[config.mk]
export PLATFORM = sky130hd
export DESIGN_NAME = operand_sequencer
export DESIGN_NICKNAME = d
export VERILOG_FILES = /design/src/rtl/msp_pkg.sv /design/src/rtl/operand_sequencer_const_gen.sv /design/src/rtl/operand_sequencer.sv
export SDC_FILE = /design/constraint.sdc
export NUM_CORES = 1
export LEC_CHECK = 0
export ABC_AREA = 1
export BUFFER_PORTS_ARGS = -buffer_cell sky130_fd_sc_hd__buf_2
export CAP_MARGIN = 20
export CELL_PAD_IN_SITES_DETAIL_PLACEMENT = 1
export CELL_PAD_IN_SITES_GLOBAL_PLACEMENT = 1
export CORE_MARGIN = 2
export CORE_UTILIZATION = 41
export CTS_CLUSTER_SIZE = 12
export DETAILED_ROUTE_END_ITERATION = 16
export GPL_TIMING_DRIVEN = 0
export MAX_ROUTING_LAYER = met4
export PLACE_DENSITY = 0.85
export SLEW_MARGIN = 20
export SYNTH_ARGS = -nofsm -noshare
export SYNTH_HDL_FRONTEND = slang
export SYNTH_SLANG_ARGS = --single-unit
[constraint.sdc]
create_clock -name clk -period 4.7 [get_ports clk]
set_input_delay 1.41 -clock clk [delete_from_list [all_inputs] [get_ports clk]]
set_output_delay 1.41 -clock clk [all_outputs]
set_load 0.1 [all_outputs]
[src/rtl/msp_pkg.sv]
// Shared definitions for the double-operand fetch path: sequencer states,
// addressing modes, special register indices and small operand helpers.
package msp_pkg;

  typedef enum logic [2:0] {
    IDLE,
    SRC_EXT,
    SRC_MEM,
    DST_EXT,
    DST_MEM,
    DONE
  } opseq_state_t;

  localparam logic [1:0] AM_REG = 2'b00;
  localparam logic [1:0] AM_IDX = 2'b01;
  localparam logic [1:0] AM_IND = 2'b10;
  localparam logic [1:0] AM_INC = 2'b11;

  localparam logic [3:0] R_PC = 4'd0;
  localparam logic [3:0] R_SP = 4'd1;
  localparam logic [3:0] R_SR = 4'd2;
  localparam logic [3:0] R_CG = 4'd3;

  localparam logic [3:0] OP_MOV = 4'h4;

  // need = {src_ext, src_mem, dst_ext, dst_mem}; returns the first required
  // state strictly after cur, falling through to DONE.
  function automatic opseq_state_t next_state(opseq_state_t cur, logic [3:0] need);
    opseq_state_t nxt;
    nxt = DONE;
    if (need[0] && (cur == IDLE || cur == SRC_EXT || cur == SRC_MEM || cur == DST_EXT))
      nxt = DST_MEM;
    if (need[1] && (cur == IDLE || cur == SRC_EXT || cur == SRC_MEM))
      nxt = DST_EXT;
    if (need[2] && (cur == IDLE || cur == SRC_EXT))
      nxt = SRC_MEM;
    if (need[3] && cur == IDLE)
      nxt = SRC_EXT;
    return nxt;
  endfunction

  // Word mode passes the word through; byte mode picks the addressed byte
  // and zero-extends it. Register operands always pass odd=0.
  function automatic logic [15:0] byte_sel(logic [15:0] w, logic bw, logic odd);
    if (!bw)
      return w;
    return odd ? {8'h00, w[15:8]} : {8'h00, w[7:0]};
  endfunction

endpackage

[src/rtl/operand_sequencer_const_gen.sv]
// Constant generator: R3 in any source mode and R2 in the two indirect
// modes yield fixed values without touching memory.
module const_gen
  import msp_pkg::*;
(
  input  logic [3:0]  reg_idx,
  input  logic [1:0]  as,
  output logic        hit,
  output logic [15:0] value
);

  // Decode the register/mode pair into a constant
  always_comb begin
    hit   = 1'b0;
    value = 16'h0000;
    if (reg_idx == R_CG) begin
      hit = 1'b1;
      case (as)
        AM_REG:  value = 16'h0000;
        AM_IDX:  value = 16'h0001;
        AM_IND:  value = 16'h0002;
        default: value = 16'hFFFF;
      endcase
    end else if (reg_idx == R_SR && (as == AM_IND || as == AM_INC)) begin
      hit   = 1'b1;
      value = (as == AM_IND) ? 16'h0004 : 16'h0008;
    end
  end

endmodule

[src/rtl/operand_sequencer.sv]
// Operand fetch sequencer for double-operand instructions. Walks the
// extension-word / memory-read states required by As and Ad, drives the
// register bank ports (PC advance, autoincrement) and presents src_op,
// dst_op and dst_ea with a one-cycle done pulse.
// Build option: OPSEQ_CONST_GEN_EN enables the R2/R3 constant generator.
module operand_sequencer
  import msp_pkg::*;
(
  input  logic        clk,
  input  logic        rst,
  input  logic        start,
  input  logic [15:0] instruction,
  output logic        busy,
  output logic        done,
  output logic [3:0]  reg_rd_addr,
  input  logic [15:0] reg_rd_data,
  output logic        reg_wr_en,
  output logic [3:0]  reg_wr_addr,
  output logic [15:0] reg_wr_data,
  output logic        mem_req,
  output logic [15:0] mem_addr,
  input  logic        mem_ack,
  input  logic [15:0] mem_rdata,
  output logic [15:0] src_op,
  output logic [15:0] dst_op,
  output logic [15:0] dst_ea,
  output logic        dst_is_mem
);

  opseq_state_t state;

  logic [3:0]  opcode_reg, rs_reg, rd_reg, need_reg;
  logic [1:0]  as_reg;
  logic        ad_reg, bw_reg, src_imm_reg;
  logic [15:0] src_op_reg, src_ea_reg, dst_x_reg, xaddr_reg, dst_ea_reg, dst_op_reg;

  logic        cg_hit;
  logic [15:0] cg_value;
  logic [3:0]  need_in;
  logic        src_imm_in;
  logic [15:0] inc_val, src_idx_base, dst_base, dst_ea_calc, dst_op_cmb, dst_ea_cmb;

`ifdef OPSEQ_CONST_GEN_EN
  const_gen u_const_gen (
    .reg_idx (instruction[11:8]),
    .as      (instruction[5:4]),
    .hit     (cg_hit),
    .value   (cg_value)
  );
`else
  assign cg_hit   = 1'b0;
  assign cg_value = 16'h0000;
`endif

  // Work out which fetch states the incoming instruction needs
  always_comb begin
    src_imm_in = (instruction[5:4] == AM_INC) && (instruction[11:8] == R_PC) && !cg_hit;
    need_in[3] = ((instruction[5:4] == AM_IDX) && !cg_hit) || src_imm_in;
    need_in[2] = (instruction[5:4] != AM_REG) && !src_imm_in && !cg_hit;
    need_in[1] = instruction[7];
    need_in[0] = instruction[7] && (instruction[15:12] != OP_MOV);
  end

  // Address arithmetic: autoincrement step and indexed/absolute/symbolic bases.
  // Symbolic destinations use the captured address of X, since PC has moved on.
  always_comb begin
    inc_val      = (bw_reg && rs_reg != R_PC && rs_reg != R_SP) ? 16'd1 : 16'd2;
    src_idx_base = (rs_reg == R_SR) ? 16'h0000 :
                   (rs_reg == R_PC) ? reg_rd_data : src_ea_reg;
    dst_base     = (rd_reg == R_SR) ? 16'h0000 :
                   (rd_reg == R_PC) ? xaddr_reg : reg_rd_data;
    dst_ea_calc  = dst_base + dst_x_reg;
  end

  // Destination results are read from the bank during DONE and held afterwards
  always_comb begin
    dst_op_cmb = dst_op_reg;
    dst_ea_cmb = dst_ea_reg;
    if (state == DONE) begin
      if (!ad_reg) begin
        dst_ea_cmb = 16'h0000;
        dst_op_cmb = byte_sel(reg_rd_data, bw_reg, 1'b0);
      end else if (opcode_reg == OP_MOV) begin
        dst_ea_cmb = dst_ea_calc;
      end
      if (opcode_reg == OP_MOV)
        dst_op_cmb = 16'h0000;
    end
  end

  // Port drive decoded from the state register
  always_comb begin
    busy        = (state != IDLE);
    done        = (state == DONE);
    mem_req     = (state == SRC_EXT) || (state == SRC_MEM) ||
                  (state == DST_EXT) || (state == DST_MEM);
    reg_rd_addr = 4'd0;
    mem_addr    = 16'h0000;
    reg_wr_en   = 1'b0;
    reg_wr_addr = 4'd0;
    reg_wr_data = 16'h0000;
    case (state)
      IDLE: begin
        if (start)
          reg_rd_addr = instruction[11:8];
      end
      SRC_EXT, DST_EXT: begin
        reg_rd_addr = R_PC;
        mem_addr    = reg_rd_data;
        if (mem_ack) begin
          reg_wr_en   = 1'b1;
          reg_wr_addr = R_PC;
          reg_wr_data = reg_rd_data + 16'd2;
        end
      end
      SRC_MEM: begin
        mem_addr = src_ea_reg;
        if (mem_ack && as_reg == AM_INC) begin
          reg_wr_en   = 1'b1;
          reg_wr_addr = rs_reg;
          reg_wr_data = src_ea_reg + inc_val;
        end
      end
      DST_MEM: begin
        reg_rd_addr = rd_reg;
        mem_addr    = dst_ea_calc;
      end
      DONE: reg_rd_addr = rd_reg;
      default: ;
    endcase
  end

  assign src_op     = src_op_reg;
  assign dst_op     = dst_op_cmb;
  assign dst_ea     = dst_ea_cmb;
  assign dst_is_mem = ad_reg;

  // Sequencer state and captured operands
  always_ff @(posedge clk or negedge rst) begin
    if (!rst) begin
      state       <= IDLE;
      opcode_reg  <= 4'd0;
      rs_reg      <= 4'd0;
      rd_reg      <= 4'd0;
      need_reg    <= 4'd0;
      as_reg      <= 2'd0;
      ad_reg      <= 1'b0;
      bw_reg      <= 1'b0;
      src_imm_reg <= 1'b0;
      src_op_reg  <= 16'h0000;
      src_ea_reg  <= 16'h0000;
      dst_x_reg   <= 16'h0000;
      xaddr_reg   <= 16'h0000;
      dst_ea_reg  <= 16'h0000;
      dst_op_reg  <= 16'h0000;
    end else begin
      case (state)
        IDLE: begin
          if (start) begin
            opcode_reg  <= instruction[15:12];
            rs_reg      <= instruction[11:8];
            ad_reg      <= instruction[7];
            bw_reg      <= instruction[6];
            as_reg      <= instruction[5:4];
            rd_reg      <= instruction[3:0];
            need_reg    <= need_in;
            src_imm_reg <= src_imm_in;
            src_ea_reg  <= reg_rd_data;
            dst_x_reg   <= 16'h0000;
            if (cg_hit)
              src_op_reg <= byte_sel(cg_value, instruction[6], 1'b0);
            else if (instruction[5:4] == AM_REG)
              src_op_reg <= byte_sel(reg_rd_data, instruction[6], 1'b0);
            state <= next_state(IDLE, need_in);
          end
        end
        SRC_EXT: begin
          if (mem_ack) begin
            if (src_imm_reg)
              src_op_reg <= byte_sel(mem_rdata, bw_reg, 1'b0);
            else
              src_ea_reg <= src_idx_base + mem_rdata;
            state <= next_state(SRC_EXT, need_reg);
          end
        end
        SRC_MEM: begin
          if (mem_ack) begin
            src_op_reg <= byte_sel(mem_rdata, bw_reg, src_ea_reg[0]);
            state      <= next_state(SRC_MEM, need_reg);
          end
        end
        DST_EXT: begin
          if (mem_ack) begin
            dst_x_reg <= mem_rdata;
            xaddr_reg <= reg_rd_data;
            state     <= next_state(DST_EXT, need_reg);
          end
        end
        DST_MEM: begin
          if (mem_ack) begin
            dst_ea_reg <= dst_ea_calc;
            dst_op_reg <= byte_sel(mem_rdata, bw_reg, dst_ea_calc[0]);
            state      <= DONE;
          end
        end
        DONE: begin
          dst_op_reg <= dst_op_cmb;
          dst_ea_reg <= dst_ea_cmb;
          state      <= IDLE;
        end
        default: state <= IDLE;
      endcase
    end
  end

endmodule
Word-level counts from Yosys, hierarchy flattened
Cells that the tools add are included.
{ "totals": {"regBits": 119, "in_bits": 52} }
{ "op_classes": {"n_addsub": 4, "n_eq_ne": 21, "muxes": 75, "reduce_logical": 32} }
{ "ops": {"columns": ["operator", "count"], "rows": [
  ["$mux W16", 32],
  ["$pmux W16 S2", 5],
  ["$pmux W16 S3", 2],
  ["$add A16 B16 Y16", 2],
  ["$mux W3", 10],
  ["$mux W1", 17],
  ["$add A16 B2 Y16", 1],
  ["$add A16 B2 Y16 const B", 1],
  ["$mux W8", 2],
  ["$ne A2 B2 Y1 const B", 8],
  ["$pmux W3 S5", 1],
  ["$logic_not A4 Y1", 3],
  ["$mux W4", 3],
  ["$eq A4 B2 Y1 const B", 2],
  ["$pmux W4 S2", 1],
  ["$reduce_bool A2 Y1", 4],
  ["$eq A3 B2 Y1 const B", 2],
  ["$eq A3 B3 Y1 const B", 2],
  ["$logic_and A1 B1 Y1", 6],
  ["$reduce_and A2 Y1", 3],
  ["$reduce_and A6 Y1", 1],
  ["$reduce_bool A3 Y1", 2],
  ["$reduce_and A5 Y1", 1],
  ["$eq A2 B2 Y1 const B", 2],
  ["other kinds (15)", 19]
]} }

Longest topological paths before layout
{ "depth": {"ltp_word": 8, "depth_mapped": 19} }

Worst setup path before layout
Ideal clock, no wire load.
{ "synth_timing": {"path_type": "in2out", "startpoint": "input port reg_rd_data[2]", "endpoint": "output port mem_addr[3]", "arrival_ps": 4508, "path_slack_ps": -1218, "stages": 8, "path_buffers": 0, "cell_sequence": "inv_1 o21ai_0 ha_1 nand2_1 nand3_1 xor2_1 inv_1 o21ai_0"} }
{ "synth_between": {"elab_chain_len": 4} }
{ "synth_lines": {"columns": ["element", "line", "rtl"], "rows": [
  ["from (decl)", "operand_sequencer.sv:16", "input logic [15:0] reg_rd_data,"],
  ["$mux W16", "operand_sequencer.sv:71", "(rd_reg == R_PC) ? xaddr_reg : reg_rd_data;"],
  ["$mux W16", "operand_sequencer.sv:70", "dst_base = (rd_reg == R_SR) ? 16'h0000 :"],
  ["$add A16 B16 Y16", "operand_sequencer.sv:72", "dst_ea_calc = dst_base + dst_x_reg;"],
  ["$pmux W16 S3", "operand_sequencer.sv:102", "case (state)"],
  ["to (decl)", "operand_sequencer.sv:21", "output logic [15:0] mem_addr,"]
]} }
Every way passes these cells.

Worst setup path in the final report
{ "layout_timing": {"startpoint": "input port reg_rd_data[10]", "endpoint": "output port mem_addr[12]"} }
Same word-level chain as after synthesis.

==> summary.txt <==
Clocking
  • Hold buffer count at CTS: 0
  • Num CTS Buffers: 17
  • Clk_lat worst skew: 0.45 ns
  • H-tree depth: 4
  • CTS tree: built
  • Clk sink count: about 120
  • Max clock buf depth: 2
  • Reg clk slew, reported paths: 0.05 ns
  • Clk root buf: clkbuf_16

Worst setup path
  • Cells along the critical path: buf_4 > clkinvlp_4 > o21ai_4 > ha_4 > nand2_4 > inv_1 > a21oi_2 > nand3_4 > nor2_1 > o21ai_4 > o221ai_4 > buf_12
  • Startpoint types: input port
  • WP data required: 3.29 ns
  • CP max FO: 4
  • Worst path arrival time: 3.58 ns
  • Reg2Reg Depth: 18
  • CP delay by family, top: compound AO/OA/AOI/OAI gates
  • Crit-path slowest cell: nor2_1
  • Number of cells on the critical path: 12
  • Setup CP Type: input port to output port
  • Crit path largest cell delay: 0.31 ns
  • CP bufs+invs: 4
  • Setup crit end kind: output port
  • Crit-path most repeated cell: o21ai_4

Detailed routing
  • Via count: around 13,000
  • Final ANT Viol Nets: 0
  • Drt drc: 0
  • DRT Wirelength: between 50,000 and 60,000 um
  • Drt first-iter violations: between 1,500 and 2,000
  • Pre-antenna DRT Iters: 6
  • Vias per inst: 6.406
  • Wire per inst: 27.57 um

Synth
  • Post-Syn Area: 0.009291 mm^2
  • Synth Area per Inst: 6.434 um^2
  • Post-synthesis xor/xnor area fraction: 0.01225
  • Main combinational cell family by area after synthesis: simple AND/OR/NAND/NOR gates
  • Dominant cell type by area after synthesis: dfrtp_1
  • Cells after Synth: 1,444
  • Netlist cell types: 41
  • #FFs+latches synth: 118
  • Synth top area cells: dfrtp_1 32%, nand2_1 16%, o21ai_0 9.2%
  • Count of warnings emitted by yosys: 0
  • Top cell type's share of synthesized area: 0.3178
  • Syn_nets: roughly 1,500
  • Post-synthesis mux area share: 0
  • Synth Area in Compound Gates: 0.2284
  • Post-synthesis simple-gate area fraction: 0.2890
  • Adder-cell share of the synthesized area: 0.05090
  • Post-synthesis sequential area ratio: 0.3178

Layout
  • Commonest non-fill, non-tap cell in the layout: nand2_1
  • Nets: about 1,700
  • Commonest cells after routing, fill and taps aside: 333 x nand2_1, 156 x inv_1, 122 x o21ai_0
  • Area grow syn2layout: 41.83%
  • Layout cell share with drive strength beyond 1: 0.2837
  • Fillers: roughly 2,900

Hold path
  • Worst Hold Path Cells: 2
  • Hold WC Path Type: register to register

Status
  • Failing checks: negative setup slack
  • Run status: finished with violations

GRT
  • Vias in the first global route: 12,489
  • Initial antenna violation count: 2
  • Global-route wire length before repair: 73,810 um
  • Largest net degree at the start of global routing: between 70 and 80
  • Global route overflow: 0
  • Total track usage: 0.4206

STA
  • Final setup viols: 31
  • Final WS setup: -0.2866 ns
  • Hold slack: 0.4873 ns
  • Final period util: 1.061
  • Hold Vio Cnt, Final: 0
  • RSZ-0062 raised after global routing: true
  • Min Tclk post-route: 4.987 ns
  • Slew Limit Headroom: 0.4231
  • Slew Viols, Final: 0
  • Worst slew pin tran: 0.8653 ns
  • Skew final: 0.01690 ns
  • Max Clk Rate: ~200 MHz

Die
  • I/O pins: about 150
  • Row cnt: 55
  • Core region area: 0.02243 mm^2
  • Die ar.: 0.02388 mm^2
  • Starting Density: 0.4142
  • Die W: ~150 um
  • Die H: 154.5 um

Placement
  • Port buffer count: 144
  • Post-DP HPWL: approximately 34,000 um
  • Routability Congestion: 0.9904

Run
  • Max-Cap Viols: 0
==> metrics by stage <==
step / instance area [um^2] / setup TNS (ns) / utilization / std cells / setup slack (ns)
2_1_floorplan: 9533 / -0.8463 / - / 1444 / -0.4619
3_3_place_gp: 10610 / -25.77 / 0.4730 / 1873 / -1.003
3_5_place_dp: 10640 / -28.08 / 0.4745 / 1874 / -1.047
4_1_cts: 12470 / -1.410 / 0.5558 / 1938 / -0.1579
5_1_grt: 13180 / -4.273 / 0.5874 / 1958 / -0.2837
6_report: 13180 / -3.039 / 0.5874 / 1958 / -0.2866
==> final timing paths <==
| path | slack [ns] | to | from |
|---|---|---|---|
| setup / recovery | -0.29 | mem_addr[12] | reg_rd_data[10] |
| hold / removal | 0.49 | xaddr_reg[10]$_DFFE_PN0P_ | xaddr_reg[10]$_DFFE_PN0P_ |
| setup reg to reg | 0.74 | src_ea_reg[8]$_DFFE_PN0P_ | rs_reg[3]$_DFFE_PN0P_ |
| hold reg to reg | 0.49 | xaddr_reg[10]$_DFFE_PN0P_ | xaddr_reg[10]$_DFFE_PN0P_ |
| max in group asynchronous | 3.02 | bw_reg$_DFFE_PN0P_ | rst |
| min in group asynchronous | 0.89 | opcode_reg[3]$_DFFE_PN0P_ | rst |
==> cells in the mapped netlist, drive strengths merged <==
cell / count
o22ai: 15
a31oi: 12
a22oi: 5
xnor2: 4
and2: 2
o31ai: 5
inv: 184
o21bai: 2
dfrtp: 118
nor2: 89
a21oi: 127
ha: 33
clkbuf: 42
o211ai: 14
nand2: 391
buf: 17
xor2: 9
nand4: 8
a21o: 2
clkinv: 3
o32ai: 1
nand3: 127
a21boi: 2
nor4: 2
o21ai: 193
nor3: 17
or2: 4
fa: 3
o221ai: 13
==> cells by family (layout without fill, tap and decap cells) <==
logic type / count (synthesis) / after routing
adder cells (fa/ha/maj): 36 / 36
buffers and inverters: 246 / 473
AND/OR/NAND/NOR: 640 / 640
AO/OA/AOI/OAI: 391 / 391
XOR/XNOR: 13 / 13
flip-flops: 118 / 118
other: 0 / 2
==> per-layer routing <==
| layer | part of all wire | vias up | GRT usage |
|---|---|---|---|
| met5 | 0 | - | - |
| met4 | 0.088 | 0 | 0.2584 |
| met3 | 0.098 | 330 | 0.06444 |
| met2 | 0.46 | 915 | 0.6849 |
| met1 | 0.35 | 6053 | 0.4909 |
| li1 | - | 5244 | - |
==> worst reg2reg max path, stage by stage (launching register included) <==
cell and delay, ns:
dfrtp_1 0.38, nor2_1 0.38, nand2_1 0.18, clkbuf_1 0.26, clkbuf_1 0.30, o21ai_0 0.31, a21oi_1 0.08, ha_1 0.26
inv_1 0.09, fa_1 0.20, inv_1 0.06, nand3_1 0.07, nand2_1 0.13, a21oi_1 0.47, o21ai_0 0.22, or2_2 0.31
nand3_1 0.07, nand2_1 0.06, nand2_1 0.05
==> final cells by class <==
type                       instances  area [um^2]  area share
multi-input combinational       1080         6626      0.5029
sequential                       118         2954      0.2242
timing repair buffer             197         1649      0.1251
inverter                         187        770.7     0.05849
clock buffer                      18        429.2     0.03257
tap                              285        356.6     0.02706
buffer                            58        254.0     0.01927
clock inverter                    13        132.6     0.01006
antenna                            2        5.005   0.0003798
==> timing repair <==
item / 4_1_cts / 5_1_grt
setup buffers: 34 / 18
setup endpoints to repair: 49 / 38
gates resized for setup: 260 / 135
pin swaps: 19 / 43
Power is left out: the tool's default activity adds up to more than one toggle a clock period on the data nets, which glitch-free logic cannot reach.
